<file path="config.mk">
export PLATFORM = sky130hd
export DESIGN_NAME = epbuf_arb
export DESIGN_NICKNAME = d
export VERILOG_FILES = /design/src/rtl/epbuf_arb_pkg.sv /design/src/rtl/epbuf_arb_rr.sv /design/src/rtl/epbuf_arb.sv
export SDC_FILE = /design/constraint.sdc
export NUM_CORES = 1
export LEC_CHECK = 0
export ABC_AREA = 0
export ABC_CLOCK_PERIOD_IN_PS = 1850
export BUFFER_PORTS_ARGS = -buffer_cell sky130_fd_sc_hd__buf_2
export CORE_ASPECT_RATIO = 1.25
export CORE_MARGIN = 10
export CORE_UTILIZATION = 31
export CTS_BUF_LIST = sky130_fd_sc_hd__clkbuf_16
export CTS_CLUSTER_SIZE = 12
export DETAILED_ROUTE_END_ITERATION = 8
export GPL_TIMING_DRIVEN = 0
export PLACE_DENSITY_LB_ADDON = 0.08
export SYNTH_ARGS = -nofsm -noshare
export SYNTH_HDL_FRONTEND = slang
export SYNTH_SLANG_ARGS = --single-unit
</file>
<file path="constraint.sdc">
create_clock -name clk -period 1.85 [get_ports clk]
set_input_delay 0.0925 -clock clk [delete_from_list [all_inputs] [get_ports clk]]
set_output_delay 0.0925 -clock clk [all_outputs]
set_load 0.01 [all_outputs]
</file>
<file path="src/rtl/epbuf_arb_pkg.sv">
// Shared EP buffer port widths and the per-requester port bundle used by the arbiter.
package epbuf_arb_pkg;

  localparam int EP_TX_AW = 8;
  localparam int EP_RX_AW = 9;
  localparam int EP_DW    = 16;
  localparam int EP_MW    = 2;

  typedef struct packed {
    logic                req;
    logic [EP_TX_AW-1:0] tx_addr;
    logic [EP_DW-1:0]    tx_data;
    logic [EP_MW-1:0]    tx_wmsk;
    logic                tx_we;
    logic [EP_RX_AW-1:0] rx_addr;
    logic                rx_re;
  } ep_req_t;

endpackage

</file>
<file path="src/rtl/epbuf_arb_rr.sv">
// Two-way round-robin pick: a lone requester wins outright, and on contention
// the requester that was not served last wins.
module epbuf_arb_rr (
  input  logic [1:0] req_i,
  input  logic       last_i,
  output logic       vld_o,
  output logic       pick_o
);

  assign vld_o  = |req_i;
  assign pick_o = (&req_i) ? ~last_i : req_i[1];

endmodule

</file>
<file path="src/rtl/epbuf_arb.sv">
// Locked-grant round-robin arbiter for the shared EP buffer TX-write / RX-read port.
// Optional burst preemption is built when EPBUF_ARB_BURST_LIMIT_EN is defined.
module epbuf_arb
  import epbuf_arb_pkg::*;
#(
  parameter int MAX_BURST = 16
) (
  input  logic                         clk,
  input  logic                         rst,
  input  logic                         r0_req,
  output logic                         r0_gnt,
  input  logic [EP_TX_AW-1:0]          r0_tx_addr,
  input  logic [EP_DW-1:0]             r0_tx_data,
  input  logic [EP_MW-1:0]             r0_tx_wmsk,
  input  logic                         r0_tx_we,
  input  logic [EP_RX_AW-1:0]          r0_rx_addr,
  input  logic                         r0_rx_re,
  output logic [EP_DW-1:0]             r0_rx_data,
  output logic                         r0_rx_vld,
  input  logic                         r1_req,
  output logic                         r1_gnt,
  input  logic [EP_TX_AW-1:0]          r1_tx_addr,
  input  logic [EP_DW-1:0]             r1_tx_data,
  input  logic [EP_MW-1:0]             r1_tx_wmsk,
  input  logic                         r1_tx_we,
  input  logic [EP_RX_AW-1:0]          r1_rx_addr,
  input  logic                         r1_rx_re,
  output logic [EP_DW-1:0]             r1_rx_data,
  output logic                         r1_rx_vld,
  output logic [EP_TX_AW-1:0]          ep_tx_addr_0,
  output logic [EP_DW-1:0]             ep_tx_data_0,
  output logic [EP_MW-1:0]             ep_tx_wmsk_0,
  output logic                         ep_tx_we_0,
  output logic [EP_RX_AW-1:0]          ep_rx_addr_0,
  output logic                         ep_rx_re_0,
  input  logic [EP_DW-1:0]             ep_rx_data_1,
  output logic [1:0]                   dbg_state_o,
  output logic [$clog2(MAX_BURST)-1:0] dbg_cnt_o
);

  typedef enum logic [1:0] {
    ST_IDLE = 2'd0,
    ST_OWN0 = 2'd1,
    ST_OWN1 = 2'd2
  } state_e;

  localparam int CW = $clog2(MAX_BURST);

  state_e     state_q, state_d;
  logic       last_q, last_d;
  logic [1:0] rx_vld_q, rx_vld_d;
  logic       pick_vld, pick;
  logic       preempt;
  logic       own_gnt;
  ep_req_t    rq0, rq1, own;

  assign rq0 = {r0_req, r0_tx_addr, r0_tx_data, r0_tx_wmsk, r0_tx_we, r0_rx_addr, r0_rx_re};
  assign rq1 = {r1_req, r1_tx_addr, r1_tx_data, r1_tx_wmsk, r1_tx_we, r1_rx_addr, r1_rx_re};

  epbuf_arb_rr u_rr (
    .req_i  ({r1_req, r0_req}),
    .last_i (last_q),
    .vld_o  (pick_vld),
    .pick_o (pick)
  );

`ifdef EPBUF_ARB_BURST_LIMIT_EN
  localparam logic [CW-1:0] CNT_MAX = CW'(MAX_BURST - 1);

  logic [CW-1:0] cnt_q, cnt_d;

  assign preempt   = (cnt_q == CNT_MAX);
  assign dbg_cnt_o = cnt_q;

  // Counter restarts on every state entry so each new owner gets a full burst.
  always_comb begin
    cnt_d = cnt_q;
    if (state_d != state_q) begin
      cnt_d = '0;
    end else if (own_gnt && (cnt_q != CNT_MAX)) begin
      cnt_d = cnt_q + CW'(1);
    end
  end

  always_ff @(posedge clk) begin
    if (rst) begin
      cnt_q <= '0;
    end else begin
      cnt_q <= cnt_d;
    end
  end
`else
  assign preempt   = 1'b0;
  assign dbg_cnt_o = '0;
`endif

  // Handshake: a requester raises req and holds it for its whole transaction; it may
  // only strobe while gnt is high. Dropping req releases the port at the next edge.
  always_comb begin
    state_d = state_q;
    last_d  = last_q;
    case (state_q)
      ST_IDLE: begin
        if (pick_vld) state_d = pick ? ST_OWN1 : ST_OWN0;
      end
      ST_OWN0: begin
        if (r1_req && (!r0_req || preempt)) state_d = ST_OWN1;
        else if (!r0_req)                   state_d = ST_IDLE;
      end
      ST_OWN1: begin
        if (r0_req && (!r1_req || preempt)) state_d = ST_OWN0;
        else if (!r1_req)                   state_d = ST_IDLE;
      end
      default: state_d = ST_IDLE;
    endcase
    if (state_d == ST_OWN0) last_d = 1'b0;
    if (state_d == ST_OWN1) last_d = 1'b1;
  end

  assign own_gnt = (state_q == ST_OWN0) || (state_q == ST_OWN1);
  assign own     = (state_q == ST_OWN1) ? rq1 : rq0;

  always_comb begin
    ep_tx_addr_0 = '0;
    ep_tx_data_0 = '0;
    ep_tx_wmsk_0 = '0;
    ep_tx_we_0   = 1'b0;
    ep_rx_addr_0 = '0;
    ep_rx_re_0   = 1'b0;
    if (own_gnt) begin
      ep_tx_addr_0 = own.tx_addr;
      ep_tx_data_0 = own.tx_data;
      ep_tx_wmsk_0 = own.tx_wmsk;
      ep_tx_we_0   = own.tx_we & own.req & own_gnt;
      ep_rx_addr_0 = own.rx_addr;
      ep_rx_re_0   = own.rx_re & own.req & own_gnt;
    end
  end

  // Read valid follows the issuer, so a read completes even if ownership moves.
  assign rx_vld_d = {(state_q == ST_OWN1) & ep_rx_re_0, (state_q == ST_OWN0) & ep_rx_re_0};

  always_ff @(posedge clk) begin
    if (rst) begin
      state_q  <= ST_IDLE;
      last_q   <= 1'b1;
      rx_vld_q <= '0;
    end else begin
      state_q  <= state_d;
      last_q   <= last_d;
      rx_vld_q <= rx_vld_d;
    end
  end

  assign r0_gnt      = (state_q == ST_OWN0);
  assign r1_gnt      = (state_q == ST_OWN1);
  assign r0_rx_vld   = rx_vld_q[0];
  assign r1_rx_vld   = rx_vld_q[1];
  assign r0_rx_data  = ep_rx_data_1;
  assign r1_rx_data  = ep_rx_data_1;
  assign dbg_state_o = state_q;

endmodule

</file>
==> results_dict.tcl <==
set metrics [dict create \
    setup_viol 0 \
    synth_area_mm2 0.00121 \
    crit_arrival_ps 1640 \
    dpl_cell_area_mm2 0.00205 \
    fin_crit_sh_pct 93.6 \
    routabilityCongestion 0.788 \
    power_mw 1.80 \
    first_global_vias 1577 \
    cp_max_fo 10 \
    wl_per_cell_um 15.7 \
    cp.required_ps 1760 \
    timing.fmax_mhz 578 \
    ctsHoldBuffers 0 \
    post_cts_buffers 0 \
    post-dp-hpwl_um 5180 \
    diodes 0 \
    start_util_pct 31.9 \
    yosysTopAreaCell "mux2i_1" \
    overflow 0 \
    clk_pin_slew_worst_paths_ps 30 \
    antenna_found_initial 0 \
    layout.nets 410 \
    path_class "flop to primary output" \
    min_path_type "input port to flop" \
    die_h_um 89.7 \
    yosysWarnings 0 \
    vias_per_cell 4.23 \
    io_pins 173 \
    synth.avg_cell_area_um2 7.94 \
    ys_top_cells_by_area "mux2i_1 (29%), buf_4 (25%), nor2b_1 (20%)" \
    synthToLayoutAreaGrowth_pct 80.0 \
    core_area_mm2 0.00378 \
    cts_max_level 1 \
    drt-pass1-iter-count 4 \
    syn_inst 152 \
    p_int_mw 1.07 \
    grtUsageTotal_pct 15.7 \
    power_leakage_nw 1.23 \
    finalMaxSlewViolations 0 \
    cts_root_buf "clkbuf_16" \
    vias 1544 \
    clk_latency_ps 230 \
    clk_path_buf_depth 2 \
    grt_max_degree 11 \
    synthDominantCellAreaShare_pct 29.0 \
    status "completed" \
    die_w_um 75.8 \
    max-vdd-ir-drop_v 0.000365 \
    cts_made_buffers 3 \
    dr.first_iter.drc_count 35 \
    comb_power_share_pct 71.5 \
    power_density_mw_per_mm2 830 \
    drc 0 \
    fin_worst_skew_ps 0.186 \
    drtAntennaViolNets 0 \
    cts_tree "built" \
    hold_viol 0 \
    period_minus_slack_ps 1730 \
    ys_ff_latch 5 \
    ys_seq_area_share_pct 8.30 \
    sequentialPowerShare_pct 8.9 \
    cts.sinks 5 \
    sw_frac_of_total_pct 40.8 \
    endpoint_kind "primary output" \
    drv_cap 0 \
    drive_above_1_share_pct 65.6 \
    port_buffers 152 \
    synth.distinct_cells 20 \
    grt_pass1_wl_um 8510 \
    p_clk_share_pct 19.6 \
    p_sw_mw 0.735 \
    drt-total-wl_um 5720 \
    final_cell_area_mm2 0.00217 \
    row_count 25 \
    die_area_mm2 0.00680 \
    critPathLaunchType "flop" \
]
metrics by stage:
step           setup WS, ps  cells  hold WS, ps  utilization (%)  setup TNS, ps
3_3_place_gp            114    361          311             54.0              0
2_1_floorplan           246    155          169                -              0
6_report                119    365         64.6             57.4              0
4_1_cts               -8.41    365         62.4             56.7          -8.41
3_5_place_dp           99.9    361          304             54.0              0
5_1_grt               -6.62    365         72.2             57.4          -6.62
final timing paths:
path | startpoint | endpoint | slack, ps | depth (start not counted)
max | dbg_state_o[0]$_SDFF_PP0_ | ep_tx_wmsk_0[0] | 120 | 7
min | rst | dbg_state_o[0]$_SDFF_PP0_ | 60 | 2
max reg2reg | dbg_state_o[1]$_SDFF_PP0_ | last_q$_SDFFE_PP1N_ | 240 | 7
min reg2reg | last_q$_SDFFE_PP1N_ | last_q$_SDFFE_PP1N_ | 540 | 2
registers in the layout (all words and copies together), names as in the netlist:
register	count
rx_vld_q	2
dbg_state_o	2
last_q	1
routing by layer:
| layer | vias to the layer above | GRT usage (%) | wire (µm) |
|---|---|---|---|
| met5 | - | 0 | 0 |
| li1 | 787 | - | - |
| met3 | 3 | 12.1 | 1020 |
| met2 | 93 | 28.3 | 3010 |
| met1 | 661 | 13.1 | 1670 |
| met4 | 0 | 2.33 | 21 |
cell usage after synthesis, drive strengths merged:
master / instances
a32o: 1
a21oi: 1
a32oi: 3
nand2b: 1
dfxtp: 5
buf: 40
o22ai: 2
o21ai: 3
nor2: 2
and3: 3
conb: 1
clkbuf: 3
inv: 5
ha: 4
nor2b: 38
nand2: 2
nor3: 2
mux2i: 35
a221oi: 1
area by class of cell:
cell class                      count  area, µm²
Fill cell                         392       1610
Multi-Input combinational cell    102        812
Timing Repair Buffer              152        761
Buffer                             43        330
Sequential cell                     5        103
Clock buffer                        3       75.1
Tap cell                           54       67.6
Inverter                            5       18.8
Clock inverter                      1       3.75
cell families (layout without fill, tap and decap cells):
group | Yosys count | in the layout | synth area share (%)
AOI/OAI and AO/OA | 11 | 11 | 6.95
adders and majority gates | 4 | 4 | 4.15
buffers and inverters | 48 | 204 | 27.4
DFF | 5 | 5 | 8.30
muxes | 35 | 35 | 29.0
other | 1 | 4 | 0.311
and+or+nand+nor | 48 | 48 | 23.9
critical path, cell delays in order, from the launching register on:
cell     delay (ps)
dfxtp_2         340
inv_2           120
ha_4            180
buf_6           170
buf_6           180
mux2i_1         200
nor2b_1          60
buf_2           140
what timing repair did:
item | CTS | global route
resized for setup | 9 | 5
endpoints found under the hold margin | 0 | 0
setup endpoints to repair | 31 | 31
placed cells by master, fill, tap and decap left out, types with 2 or more instances in the layout:
| cell type | n |
|---|---|
| nor3_1 | 2 |
| clkbuf_2 | 3 |
| dfxtp_2 | 2 |
| inv_1 | 5 |
| nor2_1 | 2 |
| nor2b_1 | 38 |
| ha_1 | 2 |
| buf_4 | 36 |
| and3_1 | 3 |
| dfxtp_1 | 3 |
| nand2_1 | 2 |
| o22ai_1 | 2 |
| conb_1 | 4 |
| o21ai_1 | 2 |
| mux2i_1 | 35 |
| ha_4 | 2 |
| a32oi_1 | 3 |
| buf_2 | 152 |
| clkbuf_16 | 3 |
| buf_6 | 4 |
power groups by stage:
| stage | Combinational [mW] | Clock, mW | Sequential (mW) |
|---|---|---|---|
| after detailed placement | 1.25 | 0 | 0.157 |
| final | 1.29 | 0.353 | 0.160 |
| after global routing | 1.42 | 0.364 | 0.164 |
| after global placement | 1.24 | 0 | 0.156 |
| after CTS | 1.28 | 0.351 | 0.156 |
| after floorplan | 0.774 | 0 | 0.155 |
Note: power is estimated with default switching activity, not from simulation.
